<file path="src/rtl/eth_pkg.sv">
// Shared Ethernet receive definitions: CRC32 constants, receive FSM states
// and the bit layout of the per-frame error vector.
package eth_pkg;

  localparam logic [31:0] CRC32_POLY    = 32'hEDB8_8320;
  localparam logic [31:0] CRC32_INIT    = 32'hFFFF_FFFF;
  localparam logic [31:0] CRC32_RESIDUE = 32'hDEBB_20E3;
  localparam logic [3:0]  PREAMBLE_NIB  = 4'h5;
  localparam logic [3:0]  SFD_NIB       = 4'hD;

  typedef enum logic [2:0] {
    ST_IDLE,
    ST_PREAMBLE,
    ST_DATA,
    ST_END,
    ST_DROP
  } rx_state_t;

  localparam int STAT_ERR_W   = 5;
  localparam int ERR_CRC      = 0;
  localparam int ERR_RX_ER    = 1;
  localparam int ERR_ODD_NIB  = 2;
  localparam int ERR_RUNT     = 3;
  localparam int ERR_OVERSIZE = 4;

endpackage

</file>
<file path="src/rtl/eth_rx_fcs_check_crc.sv">
// One nibble of the reflected CRC32 (bit 0 first, right-shifting register).
module eth_rx_fcs_check_crc
  import eth_pkg::*;
(
  input  logic [31:0] crc_in,
  input  logic [3:0]  nib,
  output logic [31:0] crc_out
);

  always_comb begin
    crc_out = crc_in;
    for (int i = 0; i < 4; i++) begin
      crc_out = (crc_out >> 1) ^ (((crc_out[0] ^ nib[i]) != 1'b0) ? CRC32_POLY : 32'h0);
    end
  end

endmodule

</file>
<file path="src/rtl/eth_rx_fcs_check.sv">
// MII receive frame checker: strips preamble/SFD, assembles bytes, checks
// CRC32, holds back the 4 FCS bytes and reports a per-frame verdict.
module eth_rx_fcs_check
  import eth_pkg::*;
#(
  parameter int MIN_FRAME = 64,
  parameter int MAX_FRAME = 1518
) (
  input  logic                  clk,
  input  logic                  rst_n,
  input  logic [3:0]            mii_rxd,
  input  logic                  mii_rx_dv,
  input  logic                  mii_rx_er,
  output logic [7:0]            m_data,
  output logic                  m_valid,
  output logic                  m_last,
  output logic                  m_good,
  output logic                  stat_valid,
  output logic [STAT_ERR_W-1:0] stat_err,
  output logic [10:0]           stat_len
);

  localparam logic [10:0] LEN_SAT = 11'h7FF;
  localparam logic [10:0] MIN_LEN = 11'(MIN_FRAME);
  localparam logic [10:0] MAX_LEN = 11'(MAX_FRAME);
  localparam logic [10:0] HOLD    = 11'd5;

  logic [3:0] rxd_q;
  logic       dv_q, er_q, smp_ok_q;

  rx_state_t       state_q, state_d;
  logic            armed_q, armed_d;
  logic [31:0]     crc_q, crc_d, crc_byte_q, crc_byte_d, crc_next;
  logic            odd_q, odd_d;
  logic [3:0]      lo_q, lo_d;
  logic [10:0]     cnt_q, cnt_d;
  logic            er_seen_q, er_seen_d;
  logic [4:0][7:0] dly_q, dly_d;

  logic [7:0]            m_data_q, m_data_d;
  logic                  m_valid_q, m_valid_d, m_last_q, m_last_d, m_good_q, m_good_d;
  logic                  stat_valid_q, stat_valid_d;
  logic [STAT_ERR_W-1:0] stat_err_q, stat_err_d, err_vec;
  logic [10:0]           stat_len_q, stat_len_d;

  eth_rx_fcs_check_crc u_crc (
    .crc_in  (crc_q),
    .nib     (rxd_q),
    .crc_out (crc_next)
  );

  // smp_ok_q keeps the reset value of dv_q from counting as a real dv=0 sample.
  always_ff @(posedge clk or negedge rst_n) begin
    if (!rst_n) begin
      rxd_q    <= '0;
      dv_q     <= 1'b0;
      er_q     <= 1'b0;
      smp_ok_q <= 1'b0;
    end else begin
      rxd_q    <= mii_rxd;
      dv_q     <= mii_rx_dv;
      er_q     <= mii_rx_er;
      smp_ok_q <= 1'b1;
    end
  end

  // The CRC is judged at the last byte boundary so a trailing half-nibble
  // only raises the odd-nibble error.
  always_comb begin
    err_vec               = '0;
    err_vec[ERR_CRC]      = (crc_byte_q != CRC32_RESIDUE);
    err_vec[ERR_RX_ER]    = er_seen_q;
    err_vec[ERR_ODD_NIB]  = odd_q;
    err_vec[ERR_RUNT]     = (cnt_q < MIN_LEN);
    err_vec[ERR_OVERSIZE] = (cnt_q > MAX_LEN);
  end

  always_comb begin
    // NOTE: every _d gets a default first, so no path through the case can infer a latch.
    state_d      = state_q;
    armed_d      = armed_q;
    crc_d        = crc_q;
    crc_byte_d   = crc_byte_q;
    odd_d        = odd_q;
    lo_d         = lo_q;
    cnt_d        = cnt_q;
    er_seen_d    = er_seen_q;
    dly_d        = dly_q;
    m_data_d     = m_data_q;
    m_valid_d    = 1'b0;
    m_last_d     = 1'b0;
    m_good_d     = 1'b0;
    stat_valid_d = 1'b0;
    stat_err_d   = stat_err_q;
    stat_len_d   = stat_len_q;

    if (smp_ok_q && !dv_q) armed_d = 1'b1;

    case (state_q)
      ST_IDLE: begin
        if (armed_q && dv_q) begin
          armed_d = 1'b0;
          state_d = (rxd_q == PREAMBLE_NIB) ? ST_PREAMBLE : ST_DROP;
        end
      end
      ST_PREAMBLE: begin
        if (!dv_q) begin
          state_d = ST_IDLE;
        end else if (rxd_q == SFD_NIB) begin
          state_d    = ST_DATA;
          crc_d      = CRC32_INIT;
          crc_byte_d = CRC32_INIT;
          cnt_d      = '0;
          odd_d      = 1'b0;
          er_seen_d  = 1'b0;
        end else if (rxd_q != PREAMBLE_NIB) begin
          state_d = ST_DROP;
        end
      end
      ST_DATA: begin
        if (!dv_q) begin
          state_d = ST_END;
        end else begin
          crc_d = crc_next;
          if (er_q) er_seen_d = 1'b1;
          if (!odd_q) begin
            lo_d  = rxd_q;
            odd_d = 1'b1;
          end else begin
            odd_d      = 1'b0;
            crc_byte_d = crc_next;
            dly_d      = {dly_q[3:0], rxd_q, lo_q};
            cnt_d      = (cnt_q == LEN_SAT) ? cnt_q : cnt_q + 11'd1;
            if (cnt_q >= HOLD) begin
              m_valid_d = 1'b1;
              m_data_d  = dly_q[4];
            end
          end
        end
      end
      ST_END: begin
        state_d      = ST_IDLE;
        armed_d      = 1'b1;
        stat_valid_d = 1'b1;
        stat_err_d   = err_vec;
        stat_len_d   = cnt_q;
        if (cnt_q >= HOLD) begin
          m_valid_d = 1'b1;
          m_last_d  = 1'b1;
          m_good_d  = (err_vec == '0);
          m_data_d  = dly_q[4];
        end
      end
      ST_DROP: begin
        if (!dv_q) state_d = ST_IDLE;
      end
      default: state_d = ST_IDLE;
    endcase
  end

  // NOTE: sequential state uses non-blocking assignments so all flops update together.
  always_ff @(posedge clk or negedge rst_n) begin
    if (!rst_n) begin
      state_q      <= ST_IDLE;
      armed_q      <= 1'b0;
      crc_q        <= CRC32_INIT;
      crc_byte_q   <= CRC32_INIT;
      odd_q        <= 1'b0;
      lo_q         <= '0;
      cnt_q        <= '0;
      er_seen_q    <= 1'b0;
      // NOTE: the delay line is only five bytes, so resetting it costs little and keeps m_data free of X.
      dly_q        <= '0;
      m_data_q     <= '0;
      m_valid_q    <= 1'b0;
      m_last_q     <= 1'b0;
      m_good_q     <= 1'b0;
      stat_valid_q <= 1'b0;
      stat_err_q   <= '0;
      stat_len_q   <= '0;
    end else begin
      state_q      <= state_d;
      armed_q      <= armed_d;
      crc_q        <= crc_d;
      crc_byte_q   <= crc_byte_d;
      odd_q        <= odd_d;
      lo_q         <= lo_d;
      cnt_q        <= cnt_d;
      er_seen_q    <= er_seen_d;
      dly_q        <= dly_d;
      m_data_q     <= m_data_d;
      m_valid_q    <= m_valid_d;
      m_last_q     <= m_last_d;
      m_good_q     <= m_good_d;
      stat_valid_q <= stat_valid_d;
      stat_err_q   <= stat_err_d;
      stat_len_q   <= stat_len_d;
    end
  end

  assign m_data     = m_data_q;
  assign m_valid    = m_valid_q;
  assign m_last     = m_last_q;
  assign m_good     = m_good_q;
  assign stat_valid = stat_valid_q;
  assign stat_err   = stat_err_q;
  assign stat_len   = stat_len_q;

endmodule

</file>
<file path="config.mk">
export PLATFORM = sky130hd
export DESIGN_NAME = eth_rx_fcs_check
export DESIGN_NICKNAME = d
export VERILOG_FILES = /design/src/rtl/eth_pkg.sv /design/src/rtl/eth_rx_fcs_check_crc.sv /design/src/rtl/eth_rx_fcs_check.sv
export SDC_FILE = /design/constraint.sdc
export NUM_CORES = 1
export LEC_CHECK = 0
export CAP_MARGIN = 5
export CORE_MARGIN = 2
export CORE_UTILIZATION = 45
export DETAILED_ROUTE_END_ITERATION = 16
export PLACE_DENSITY = 0.74
export SYNTH_ARGS = -nofsm -noshare
export SYNTH_HDL_FRONTEND = slang
export SYNTH_SLANG_ARGS = --single-unit
</file>
<file path="constraint.sdc">
create_clock -name clk -period 5.42 [get_ports clk]
set_clock_uncertainty 0.2 [all_clocks]
set_input_delay 1.084 -clock clk [delete_from_list [all_inputs] [get_ports clk]]
set_output_delay 1.084 -clock clk [all_outputs]
set_load 0.02 [all_outputs]
</file>
# --- Word level (Yosys, flattened, before mapping) ---
# Index checks and enable logic that the tools add are counted.
op_classes:
  add_sub_neg: 1
  magnitude_cmp: 3
  n_eq_ne: 19
  mux: 48
  n_bitwise: 9
  n_reduce_logical: 15
ops:
  columns: ["cell", "n"]
  rows:
  - ["two-way mux 32 bit", 9]
  - ["one-hot mux 32 bit (2 select lines)", 2]
  - ["XOR 31 x 32 -> 32 bit", 4]
  - ["two-way mux 11 bit", 5]
  - ["inequality test 32 bit, second input constant", 1]
  - ["two-way mux 8 bit", 3]
  - ["one-hot mux 11 bit (2 select lines)", 1]
  - ["two-way mux 3 bit", 7]
  - ["inequality test 2 bit, second input constant", 9]
  - ["one-hot mux 8 bit (2 select lines)", 1]
  - ["two-way mux 1 bit", 15]
  - ["one-hot mux 3 bit (4 select lines)", 1]
  - ["adder 11 x 1 -> 11 bit, second input constant", 1]
  - ["== test 11 bit, second input constant", 1]
  - [">= comparator 11 x 3 -> 1 bit, second input constant", 1]
  - ["greater-than comparator 11 bit, second input constant", 1]
  - ["less-than comparator 11 x 7 -> 1 bit, second input constant", 1]
  - ["AND reduction 5 bit", 2]
  - ["AND reduction 3 bit", 3]
  - ["one-hot mux 1 bit (2 select lines)", 4]
  - ["AND reduction 4 bit", 2]
  - ["== test 3 x 2 -> 1 bit, second input constant", 2]
  - ["AND reduction 6 bit", 1]
  - ["logical NOT 5 bit", 1]
  - ["other kinds (12)", 17]
word_totals:
  reg_bits: 160
  output_inout_bits: 28
  elab_cells: 119

# --- Logic depth before layout (Yosys ltp) ---
depth:
  word_depth: 15
  ltp_mapped: 8

# --- By module ---
# A second synthesis with hierarchy kept.
unflattened:
  cells_unflattened: 687
  hier_area_um2: 7189.4
by_module_without_submodules:
  columns: ["mod", "instances", "cells_each", "area_per_inst_um2", "seq_area_each_um2"]
  rows:
  - ["eth_rx_fcs_check", 1, 635, 6376.1, 4083.9]
  - ["eth_rx_fcs_check_crc", 1, 52, 813.3, 0.0]

# --- Worst setup path after synthesis ---
# Ideal clock, no wire load.
synth_path:
  path_kind: "register to register"
  startpoint: "register cnt_q[8]"
  endpoint: "register m_data_q[0] (netlist: m_data[0])"
  setup_time_ns: 0.125
  t_arrival_ns: 1.879
  t_required_ns: 5.095
  slack_ns: 3.216
  path_stages_with_launch: 7
  path_buffers: 1
  synth_period_minus_slack_ns: 2.204
  cell_sequence: "dfrtp_1 > nor4_2 > a211o_2 > a211oi_2 > or4b_4 > buf_6 > mux2_4"
synth_via:
  elab_chain_len: 5
synth_rtl:
  columns: ["element", "line_no", "text"]
  rows:
  - ["from (decl)", "eth_rx_fcs_check.sv:36", "logic [10:0] cnt_q, cnt_d;"]
  - ["from (signal assigned)", "eth_rx_fcs_check.sv:188", "cnt_q <= cnt_d;"]
  - [">= comparator 11 x 3 -> 1 bit (*)", "eth_rx_fcs_check.sv:134, eth_rx_fcs_check.sv:147", null]
  - ["two-way mux 8 bit (*)", null, null]
  - ["two-way mux 8 bit (2 in a row)", null, null]
  - ["one-hot mux 8 bit (2 select lines) (*)", null, null]
  - ["to (signal assigned)", "eth_rx_fcs_check.sv:191", "m_data_q <= m_data_d;"]
  - ["to (decl)", "eth_rx_fcs_check.sv:40", "logic [7:0] m_data_q, m_data_d;"]
# Mark *: on every way between the ends. The rest lies on a longest branch, timed or not. The select of a mux whose other input is x is not followed.
# A chain may end at the register's enable or synchronous reset.

# --- Worst setup path after layout ---
layout_path:
  startpoint: "register state_q[2]"
  endpoint: "register crc_byte_q[16]"
layout_via:
  elab_chain_len: 3
layout_rtl:
  columns: ["element", "line_no", "text"]
  rows:
  - ["from (decl)", "eth_rx_fcs_check.sv:31", "rx_state_t state_q, state_d;"]
  - ["from (signal assigned)", "eth_rx_fcs_check.sv:182", "state_q <= state_d;"]
  - ["== test 3 x 2 -> 1 bit or == test 3 x 1 -> 1 bit (tied branches)", "eth_rx_fcs_check.sv:99", "case (state_q)"]
  - ["inequality test 2 bit (no line) or nonzero test 2 bit (tied branches)", null, null]
  - ["AND reduction 5 bit (no line)", null, null]
  - ["to (signal assigned)", "eth_rx_fcs_check.sv:185", "crc_byte_q <= crc_byte_d;"]
  - ["to (decl)", "eth_rx_fcs_check.sv:33", "logic [31:0] crc_q, crc_d, crc_byte_q, crc_byte_d, crc_next;"]
# Parallel ways exist; a longest one is shown, timed or not.

==> flow_metrics.py <==
metrics = {
    "run_status": {
        "status": "complete, no violations",
    },
    "power_and_ir_drop": {
        "leakage_nw": 3.53,
        "vdd_drop_max_mv": 0.266,
        "power.density_nw_per_um2": 328,
    },
    "setup_path": {
        "arrival_ns": 2.87,
        "path_class": "flop to flop",
        "slowest_delay_ns": 0.69,
        "crit_path_cell_trace": "nand2b_1, nor2_2, a21o_1, buf_4, nor2_1, a31oi_1",
        "cp-start-kind": "flop",
        "crit_buf_inv": 1,
        "crit_slowest_cell": "nor2_2",
        "required_ns": 5.56,
        "r2r_slack_ns": 2.69,
        "end_kind": "flop",
        "critical_path.top_delay_family": "simple AND/OR/NAND/NOR gates",
        "cp_max_fo": 62,
    },
    "detailed_routing": {
        "totalWireLength_mm": 13.2,
        "ant_nets": 0,
        "routed-via-count": 4476,
        "drc": 0,
        "drt_iter0_drc": 441,
        "vias_per_cell": 5.47,
        "dr.pass1.iters": 5,
        "avgRoutedWirePerCell_microns": 16.1,
    },
    "global_routing": {
        "first_global_vias": 4457,
        "use_met1": 0.225,
        "overflow": 0,
        "grt_busiest_layer": "met2",
        "grt_usage": 0.174,
        "grt_pass1_wl_mm": 22.3,
        "grt_use_met3": 0.0497,
        "antenna_found_initial": 0,
        "grt_max_degree": 115,
        "use_met2": 0.278,
    },
    "logic_synthesis": {
        "avgSynthCellArea_sq_um": 11.7,
        "synth_edf_count": 0,
        "synth_ff_type": "dfrtp_1",
        "synth-seq-area-share": 0.593,
        "syn-cell-area_sq_um": 6890,
        "synthArstFlopShare": 1.00,
        "synth-seq-cells": 160,
        "syn_nets": 601,
        "ys_types": 60,
        "ys_warn_count": 0,
        "synth_cells": 591,
    },
    "cts": {
        "cts_buffer_depth": 2,
        "insertion_delay_ns": 0.42,
        "cts_buffers": 17,
        "cts_tree": "yes",
        "clk_pin_slew_ns": 0.06,
        "clockRootBuffer": "clkbuf_16",
        "cts_resized": 0,
        "postCtsSetupBuffers": 0,
        "cts_hold_buf": 0,
        "cts_sinks": 160,
        "htreeDepth": 4,
    },
    "flow_run": {
        "maxCapViolations": 0,
    },
    "sta": {
        "setup_viol": 0,
        "fmax_mhz": 366,
        "hold_viol_final": 0,
        "grt_setup_unrepaired": "false",
        "final-max-slew-violation-count": 0,
        "worstMarginPinSlew_ns": 1.00,
        "tns_ns": 0,
        "finalCritPeriodShare": 0.504,
        "max_slew_margin": 0.332,
        "fin_crit_ns": 2.73,
    },
    "floorplan": {
        "num_rows": 45,
        "die-area_sq_um": 16300,
        "die_w_microns": 128,
        "core_area_sq_um": 15100,
        "boundaryPins": 36,
        "die_h_microns": 128,
        "initial_core_util": 0.456,
    },
    "layout": {
        "finalInstanceArea_sq_um": 7930,
        "mostFrequentLayoutCell": "dfrtp_1",
        "drive_gt1_frac": 0.267,
        "fill_cells": 1271,
        "nets": 627,
        "syn_to_final_growth_pct": 15.2,
        "diodes": 0,
        "most-common-layout-cells": "dfrtp_1 (96), nor2_1 (81), dfstp_2 (64), nand2_1 (60), mux2_2 (44)",
        "final_cells": 818,
    },
    "placement": {
        "place_area_sq_um": 7340,
        "dp_hpwl_mm": 8.37,
        "placed_cells": 786,
        "gp_congestion": 0.883,
        "port_buffers": 35,
    },
    "hold_path": {
        "hp-class": "flop to flop",
    },
}
-- path summary, 6_finish.rpt --
path / from / to / cells past startpoint
setup / recovery: state_q[2]$_DFFE_PN0P_ / crc_byte_q[16]$_DFFE_PN1P_ / 6
hold / removal: stat_len[7]$_DFFE_PN0P_ / stat_len[7]$_DFFE_PN0P_ / 2
setup reg to reg: state_q[2]$_DFFE_PN0P_ / crc_byte_q[16]$_DFFE_PN1P_ / 6
hold reg to reg: stat_len[7]$_DFFE_PN0P_ / stat_len[7]$_DFFE_PN0P_ / 2
max in group asynchronous: rst_n / crc_byte_q[27]$_DFFE_PN1P_ / 2
min in group asynchronous: rst_n / rxd_q[0]$_DFF_PN0_ / 1
-- metal layers --
metal,share of wire,up-vias,wire length (microns)
met5,0,-,0
met4,0.017,0,228
met3,0.048,18,630
met2,0.49,122,6420
met1,0.45,2228,5930
li1,-,2108,-
-- tightest hold or removal path, delay by kind of cell, from the launching register on --
family | cells | cell delay [ns]
flip-flops | 1 | 0.34
AND/OR/NAND/NOR | 2 | 0.11
-- Yosys cell counts, types with 3 or more instances --
library cell	instances	area [sq um]
a41oi_1	3	26.3
o21ai_0	27	135
nand3_1	7	35.0
clkbuf_8	3	41.3
dfrtp_1	96	2400
clkbuf_1	16	60.1
dfstp_2	64	1680
nor3_1	4	20.0
o22a_1	7	61.3
a21oi_1	36	180
nor2_1	81	304
mux2_2	44	495
nor4_1	4	25.0
xnor2_1	20	175
nand2b_1	4	25.0
mux2_4	8	120
nand4_1	5	31.3
inv_1	5	18.8
a31oi_1	24	150
nand2_1	60	225
buf_2	10	50.1
xor2_1	8	70.1
o21ai_1	5	25.0
xnor2_2	3	48.8
-- power by group --
| group | total, W | internal, W | switching, W |
|---|---|---|---|
| Clock | 0.00117 | 0.000713 | 0.000461 |
| Sequential | 0.00127 | 0.00124 | 0.0000336 |
| Combinational | 0.000162 | 0.0000700 | 0.0000923 |
| Total | 0.00261 | 0.00202 | 0.000587 |
-- per-stage QoR --
step                      hold WS, ns   util  worst slack, ns  total power (W)
after floorplan                 0.252      -             3.22          0.00140
after global placement          0.259  0.487             2.78          0.00144
after detailed placement        0.264  0.487             2.70          0.00145
after CTS                       0.278  0.526             2.68          0.00263
after global routing            0.291  0.526             2.43          0.00270
final                           0.275  0.526             2.69          0.00261
-- cells by family (layout without fill, tap and decap cells) --
group                    Yosys count  in the layout  share of synthesized area
other                              1              1                   0.000545
AO/OA/AOI/OAI                    114            114                     0.0996
flip-flops                       160            160                      0.593
adder cells (fa/ha/maj)            2              2                    0.00363
XOR/XNOR                          36             36                     0.0601
AND/OR/NAND/NOR                  187            187                      0.124
multiplexers                      52             52                     0.0894
buffers and inverters             39             78                     0.0293
-- sequential cells by signal, summed over array words and instances, names as in the netlist, 3 cells and up --
signal	flops
cnt_q	11
stat_err	5
rxd_q	4
crc_q	32
dly_q	40
crc_byte_q	32
stat_len	11
lo_q	4
m_data	8
state_q	3
-- final cells by class --
class	instances	area, sq um	area share
clock buffer	25	518	0.0653
clock inverter	7	70.1	0.00883
inverter	5	18.8	0.00237
multi-input combinational	392	2610	0.329
sequential	160	4080	0.515
tap	188	235	0.0297
timing repair buffer	41	397	0.0500
(Power assumes the default switching activity.)
